File: config.mk
export PLATFORM = sky130hd
export DESIGN_NAME = seq_detector_param
export DESIGN_NICKNAME = d
export VERILOG_FILES = /design/src/rtl/seq_pkg.sv /design/src/rtl/seq_prefix_match.sv /design/src/rtl/seq_detector_param.sv
export SDC_FILE = /design/constraint.sdc
export NUM_CORES = 1
export LEC_CHECK = 0
export BUFFER_PORTS_ARGS = -buffer_cell sky130_fd_sc_hd__buf_4
export CAP_MARGIN = 20
export CORE_AREA = 2 2 62 49
export DETAILED_ROUTE_END_ITERATION = 8
export DIE_AREA = 0 0 64 51
export PLACE_DENSITY = 0.73
export SYNTH_ARGS = -nofsm -noshare
export SYNTH_HDL_FRONTEND = slang
export SYNTH_SLANG_ARGS = --single-unit
File: constraint.sdc
create_clock -name clk -period 1.95 [get_ports clk]
set_input_delay 0.195 -clock clk [delete_from_list [all_inputs] [get_ports clk]]
set_output_delay 0.195 -clock clk [all_outputs]
set_load 0.005 [all_outputs]
File: src/rtl/seq_pkg.sv
// Shared definitions for the parametrised serial-pattern detector.
// Holds the idle state, default pattern, legal pattern-width range and width helper.
package seq_pkg;

    localparam int unsigned STATE_IDLE  = 0;
    localparam logic [3:0]  DEF_PATTERN = 4'b1101;
    localparam int unsigned PAT_W_MIN   = 2;
    localparam int unsigned PAT_W_MAX   = 16;

    // What the detector does with the history at a given clock edge
    typedef enum logic [1:0] {
        ACT_HOLD,
        ACT_LOAD,
        ACT_STEP,
        ACT_RESTART
    } seq_act_e;

    function automatic int unsigned clog2w(input int unsigned n);
        int unsigned w;
        w = 0;
        for (int unsigned i = 0; i < 32; i++) begin
            if ((32'd1 << i) < n) w = i + 1;
        end
        return w;
    endfunction

endpackage

File: src/rtl/seq_prefix_match.sv
// Longest suffix of the accepted-bit history that equals a prefix of the pattern.
// One comparator per candidate length; the longest hit wins.
module seq_prefix_match
    import seq_pkg::*;
#(
    parameter int unsigned PAT_W = 4,
    localparam int unsigned SW   = clog2w(PAT_W + 1)
) (
    input  logic [PAT_W-1:0] hist,
    input  logic [SW-1:0]    hist_len,
    input  logic [PAT_W-1:0] pattern,
    output logic [SW-1:0]    match_len
);

    logic [PAT_W:1] hit;

    // Bits above hist_len are not real history, so they must not take part in a match
    for (genvar k = 1; k <= PAT_W; k++) begin : g_cmp
        assign hit[k] = (hist_len >= SW'(k)) && (hist[k-1:0] == pattern[PAT_W-1 -: k]);
    end

    always_comb begin
        match_len = '0;
        for (int unsigned k = 1; k <= PAT_W; k++) begin
            if (hit[k]) match_len = SW'(k);
        end
    end

endmodule

File: src/rtl/seq_detector_param.sv
// Parametrised Moore serial-pattern detector with runtime-loadable pattern,
// overlap/non-overlap mode, input-valid gating and a saturating match counter.
module seq_detector_param
    import seq_pkg::*;
#(
    parameter int unsigned      PAT_W   = 4,
    parameter logic [PAT_W-1:0] PATTERN = PAT_W'(DEF_PATTERN),
    parameter int unsigned      CNT_W   = 8,
    localparam int unsigned     SW      = clog2w(PAT_W + 1)
) (
    input  logic             clk,
    input  logic             reset,
    input  logic             entrada,
    input  logic             en,
    input  logic             overlap,
    input  logic             pat_load,
    input  logic [PAT_W-1:0] pat_in,
    input  logic             count_clr,
    output logic             salida,
    output logic [SW-1:0]    estado,
    output logic [CNT_W-1:0] match_count
);

    localparam logic [SW-1:0] ST_MATCH = SW'(PAT_W);
    localparam logic [SW-1:0] ST_IDLE  = SW'(STATE_IDLE);

    logic [PAT_W-1:0] pattern_q, pattern_d;
    logic [PAT_W-1:0] hist_q, hist_d;
    logic [SW-1:0]    len_q, len_d;
    logic [SW-1:0]    state_q, state_d;
    logic [CNT_W-1:0] count_q, count_d;

    seq_act_e         act;
    logic [PAT_W-1:0] step_hist;
    logic [SW-1:0]    step_len;
    logic [SW-1:0]    step_state;
    logic             hit;

    always_ff @(posedge clk or negedge reset) begin
        if (!reset) begin
            pattern_q <= PATTERN;
            hist_q    <= '0;
            len_q     <= '0;
            state_q   <= ST_IDLE;
            count_q   <= '0;
        end else begin
            pattern_q <= pattern_d;
            hist_q    <= hist_d;
            len_q     <= len_d;
            state_q   <= state_d;
            count_q   <= count_d;
        end
    end

    // Non-overlap mode restarts the history only when leaving the match state
    always_comb begin
        act = ACT_HOLD;
        if (pat_load) begin
            act = ACT_LOAD;
        end else if (en) begin
            act = (state_q == ST_MATCH && !overlap) ? ACT_RESTART : ACT_STEP;
        end
    end

    always_comb begin
        step_hist = '0;
        step_len  = '0;
        unique case (act)
            ACT_STEP: begin
                step_hist = {hist_q[PAT_W-2:0], entrada};
                step_len  = (len_q == ST_MATCH) ? len_q : len_q + SW'(1);
            end
            ACT_RESTART: begin
                step_hist = {{(PAT_W-1){1'b0}}, entrada};
                step_len  = SW'(1);
            end
            ACT_HOLD, ACT_LOAD: begin
                step_hist = '0;
                step_len  = '0;
            end
        endcase
    end

    seq_prefix_match #(
        .PAT_W(PAT_W)
    ) u_match (
        .hist      (step_hist),
        .hist_len  (step_len),
        .pattern   (pattern_q),
        .match_len (step_state)
    );

    always_comb begin
        pattern_d = pattern_q;
        hist_d    = hist_q;
        len_d     = len_q;
        state_d   = state_q;
        hit       = 1'b0;
        unique case (act)
            ACT_LOAD: begin
                pattern_d = pat_in;
                hist_d    = '0;
                len_d     = '0;
                state_d   = ST_IDLE;
            end
            ACT_STEP, ACT_RESTART: begin
                hist_d  = step_hist;
                len_d   = step_len;
                state_d = step_state;
                hit     = (step_state == ST_MATCH);
            end
            ACT_HOLD: begin
                state_d = state_q;
            end
        endcase
    end

    // A clear coinciding with a new match keeps that match
    always_comb begin
        count_d = count_q;
        if (hit && count_clr) begin
            count_d = CNT_W'(1);
        end else if (count_clr) begin
            count_d = '0;
        end else if (hit && count_q != '1) begin
            count_d = count_q + CNT_W'(1);
        end
    end

    assign salida      = (state_q == ST_MATCH);
    assign estado      = state_q;
    assign match_count = count_q;

endmodule

# Word-level counts from Yosys, hierarchy flattened
# Index checks and enable logic that the tools add are counted.
# totals
output_inout_bits	12
word_cells	52
regBits	21
# classes
n_addsub	2
eq_ne	11
n_reduce_logical	13
mux	17
order_cmp	4
# ops
op	count
$mux W8	3
$pmux W3 S2	3
$pmux W4 S3	1
$eq A3 B3 Y1 const B	3
$pmux W3 S3	1
$add A8 B1 Y8 const B	1
$mux W2	4
$ne A8 B8 Y1 const B	1
$logic_and A1 B1 Y1	7
$ge A3 B2 Y1 const B	2
$mux W3	2
$eq A2 B2 Y1 const B	2
$eq A4 B4 Y1	1
$reduce_or A2 Y1	2
$add A3 B1 Y3 const B	1
$eq A3 B3 Y1	1
$ge A3 B1 Y1 const B	1
$ge A3 B3 Y1 const B	1
$mux W1	3
$reduce_bool A3 Y1	1
$eq A2 B1 Y1 const B	1
$eq A2 B2 Y1	1
$logic_not A2 Y1	1
$reduce_bool A2 Y1	1
2 further kinds	2

# Depth between registers and ports, before layout
# depth
word_depth	20
ltp_mapped	8

# Modules after synthesis
# A second synthesis with hierarchy kept.
# hier_totals
hier_cells	139
hier_area_um2	1305.0
# by_module_without_submodules
mod	cells_each	seq_area_each_um2	area_each_um2	instances
seq_detector_param	113	529.3	1122.3	1
seq_prefix_match	26	0.0	182.7	1

# Least setup slack after synthesis
# OpenSTA, ideal clock, no wires.
# synth_path
path_type	reg-to-reg
start	register len_q[0]
end	register count_q[5] (netlist: match_count[5])
slack_ns	0.009
setup_time_ns	0.128
period_less_slack_ns	1.941
n_path_buf	0
required_ns	1.822
t_arrival_ns	1.814
stages_incl_launch_ff	8
path_cell_list	dfrtp_1 -> inv_1 -> ha_1 -> and3b_1 -> nor2_1 -> nand4_4 -> nor4_1 -> mux2_1
# synth_via
elab_chain_len	13
# synth_rtl
item	line_no	rtl
from (decl)	seq_detector_param.sv:29	logic [SW-1:0] len_q, len_d;
from (signal assigned)	seq_detector_param.sv:49	len_q <= len_d;
$add A3 B1 Y3 / $eq A3 B3 Y1 (equally long branches)	seq_detector_param.sv:71	step_len = (len_q == ST_MATCH) ? len_q : len_q + SW'(1);
$mux W3 (*)	seq_detector_param.sv:71	
$pmux W3 S3 (*)	seq_detector_param.sv:68	unique case (act)
$ge A3 B1 Y1	seq_prefix_match.sv:19	assign hit[k] = (hist_len >= SW'(k)) && (hist[k-1:0] == pattern[PAT_W-1 -: k]);
$logic_and A1 B1 Y1	seq_prefix_match.sv:19	
$mux W1	seq_prefix_match.sv:25	if (hit[k]) match_len = SW'(k);
$mux W2 (2 in series)	seq_prefix_match.sv:25	
$mux W3 (*)	seq_prefix_match.sv:25	
$eq A3 B3 Y1 (*)	seq_detector_param.sv:110	hit = (step_state == ST_MATCH);
$mux W1 (*)	seq_detector_param.sv:99	unique case (act)
$logic_and A1 B1 Y1, on equally long branches	seq_detector_param.sv:121, seq_detector_param.sv:125	
$reduce_bool A3 Y1 (no source line) / $mux W8 (equally long branches)	-	
to (signal assigned)	seq_detector_param.sv:51	count_q <= count_d;
to (decl)	seq_detector_param.sv:31	logic [CNT_W-1:0] count_q, count_d;
# Every way passes the cells marked *; elsewhere a longest branch is shown, timed or not.
# A chain may end at the register's enable or synchronous reset.

# Worst setup path after layout
# layout_path
start	register len_q[1]
end	register count_q[4] (netlist: match_count[4])
# Same word-level chain as after synthesis.

==> summary.md <==
| Metric | Value |
|---|---|
| FFs w/ async S/R, synth | 1.00 |
| Vias per cell | 5.51 |
| Total overflow reported by the global router | 0 |
| Final Routed Wirelength | 2630 um |
| WP data arrival | 2120 ps |
| # nets final | 168 |
| Synthesis-to-layout area growth | 23.6% |
| Commonest non-fill, non-tap cell in the layout | buf_4 |
| Critical path fanouts, max | 5 |
| Outcome | complete, no violations |
| Synth warn | 0 |
| Slew HR | 0.680 |
| Worst Skew | 7.66 ps |
| TritonCTS buffer count | 3 |
| Initial DRC count | 41 |
| First-pass GRT wire length | 4690 um |
| Setup_tns | 0 ps |
| Number of primary I/O pins | 23 |
| Worst EP required | 2180 ps |
| Most used DFF post-synth | dfrtp_1 |
| Wire per inst | 13.8 um |
| Avg Inst Size Synth | 10.2 um^2 |
| Tmin final | 1890 ps |
| Post-synthesis sequential area ratio | 0.420 |
| Layout cells sized above 1 | 0.353 |
| Register Area | 529 um^2 |
| Largest vdd supply drop | 0.380 mV |
| CTS tree | done |
| Synth top area cells | dfrtp_1, dfstp_2, xor2_1 |
| Cells after DPL | 186 |
| Setup Crit Path Kind | reg2reg |
| Syn Nets | 137 |
| Area leader, netlist | dfrtp_1 |
| PwrDens | 539 nW/um^2 |
| Initial antenna violation count | 0 |
| Largest net degree at the start of global routing | 22 |
| DRT Pass-1 Iters | 4 |
| Initial Util | 0.459 |
| Area share of the largest cell type after synthesis | 0.358 |
| Num rows | 17 |
| Die extent in y | 51 um |
| Post-synthesis cell area | 1260 um^2 |
| Leak pwr | 0.710 nW |
| Number of global-route vias before repair | 1030 |
| GRT Overall Usage | 0.185 |
| Post-DP Area | 1500 um^2 |
| Setup ws final | 63.5 ps |
| Routed Antenna Nets | 0 |
| Die ar. | 3260 um^2 |
| Final std cells w/o fill | 191 |
| Post-synthesis cell count | 123 |
| GPL Wtd Cong | 0.797 |
| Hold_ws | 115 ps |
| Crit. End Element | flip-flop |
| Htree depth | 1 |
| Worst min path class | in2reg |
| Synth Register Bits | 21 |
| Clock sink total | 21 |
| Slew @ Worst Pin | 478 ps |
| Fin util | 0.567 |
| Final total power | 838 uW |
| Achievable clock frequency | 0.530 GHz |
| Final-report hold violation count | 0 |
| FILL cells | 244 |
| Final-report max-slew violation count | 0 |
| Post-synth EDFFs | 0 |
| Vias | 1053 |
| Total core area | 2740 um^2 |
| Area of the multi-input gates | 668 um^2 |
| Fin area | 1560 um^2 |
| DRC errors left | 0 |
| Worst skew pair latency | 300 ps |
| Most frequent cells in the layout | buf_4, dfrtp_1, nand2_1 |
| Max clock buf depth | 2 |
| ANT cells | 0 |
| Critical Path Start Type | flip-flop |
| RSZ-0062 raised after global routing | yes |
| Clock root buffer | clkbuf_4 |
| Clock Pin Slew Worst Setup and Hold Paths | 110 ps |
| Final setup vio count | 0 |
| Post-placement setup slack | -60.3 ps |
| Max Cap Viol | 0 |
| Buffers on Ports | 22 |
| DIE WIDTH | 64 um |
| Tcrit/Tclk final | 0.967 |
| Final HPWL DP | 2040 um |
| Post-synth cell types | 46 |
path summary, 6_finish.rpt:
| check | slack, ps | startpoint | cells after the start | endpoint |
|---|---|---|---|---|
| max | 60 | len_q[1]$_DFFE_PN0P_ | 7 | match_count[4]$_DFFE_PN0P_ |
| min | 110 | count_clr | 2 | match_count[2]$_DFFE_PN0P_ |
| max in group asynchronous | 1370 | reset | 2 | pattern_q[0]$_DFFE_PN1N_ |
| min in group asynchronous | 300 | reset | 2 | match_count[3]$_DFFE_PN0P_ |
| max reg2reg | 60 | len_q[1]$_DFFE_PN0P_ | 7 | match_count[4]$_DFFE_PN0P_ |
| min reg2reg | 540 | hist_q[2]$_DFFE_PN0P_ | 1 | hist_q[2]$_DFFE_PN0P_ |
area by class of cell:
class	count	share of cell area
Multi-Input combinational cell	88	0.430
Inverter	6	0.0145
Sequential cell	21	0.340
Timing Repair Buffer	34	0.168
Clock buffer	4	0.0169
Tap cell	38	0.0306
cells in the mapped netlist, drive strengths merged (4+ instances only):
master / number
a21oi: 6
a22o: 4
buf: 6
dfrtp: 18
inv: 6
mux2: 5
nand2: 9
nand3: 5
nor2: 7
o21ai: 4
xor2: 7
critical path: stages, from the launching register on:
cell,delay (ps)
dfrtp_1,420
inv_1,80
ha_1,160
and3b_1,220
nor2_2,160
nand4_4,140
or4_1,490
a21oi_1,150
where the power goes:
group	total [mW]	switching, mW	internal [mW]
Clock	0.201	0.121	0.0796
Sequential	0.474	0.0168	0.458
Combinational	0.163	0.0813	0.0813
Total	0.838	0.219	0.618
layer usage:
| layer | vias up | track usage | routed length [um] |
|---|---|---|---|
| met5 | - | 0 | 0 |
| met2 | 20 | 0.306 | 1260 |
| met3 | 0 | 0.0485 | 89 |
| li1 | 512 | - | - |
| met1 | 521 | 0.247 | 1280 |
| met4 | 0 | 0.0362 | 0 |
registers in the layout, indices dropped and copies added, names as in the netlist:
name and count:
estado 3, match_count 8, hist_q 3, len_q 3, pattern_q 4
kinds of logic (layout without fill, tap and decap cells):
family          Yosys count  count (layout)  synth area share
xor+xnor                 10              10            0.0696
mux                       6               6            0.0527
flops                    21              21             0.420
fa+ha+maj                 3               3            0.0298
buf+inv                  14              44            0.0616
compound gates           28              28             0.163
simple gates             41              41             0.203
what timing repair did:
| action | 4_1_cts | 5_1_grt |
|---|---|---|
| setup endpoints to repair | 8 | 10 |
| gates resized for setup | 2 | 6 |
| hold buffers | 1 | 0 |
| pin swaps | 0 | 3 |
| endpoints found under the hold margin | 18 | 0 |
| setup buffers | 0 | 0 |
No activity file was read; power rests on OpenSTA's default activity.
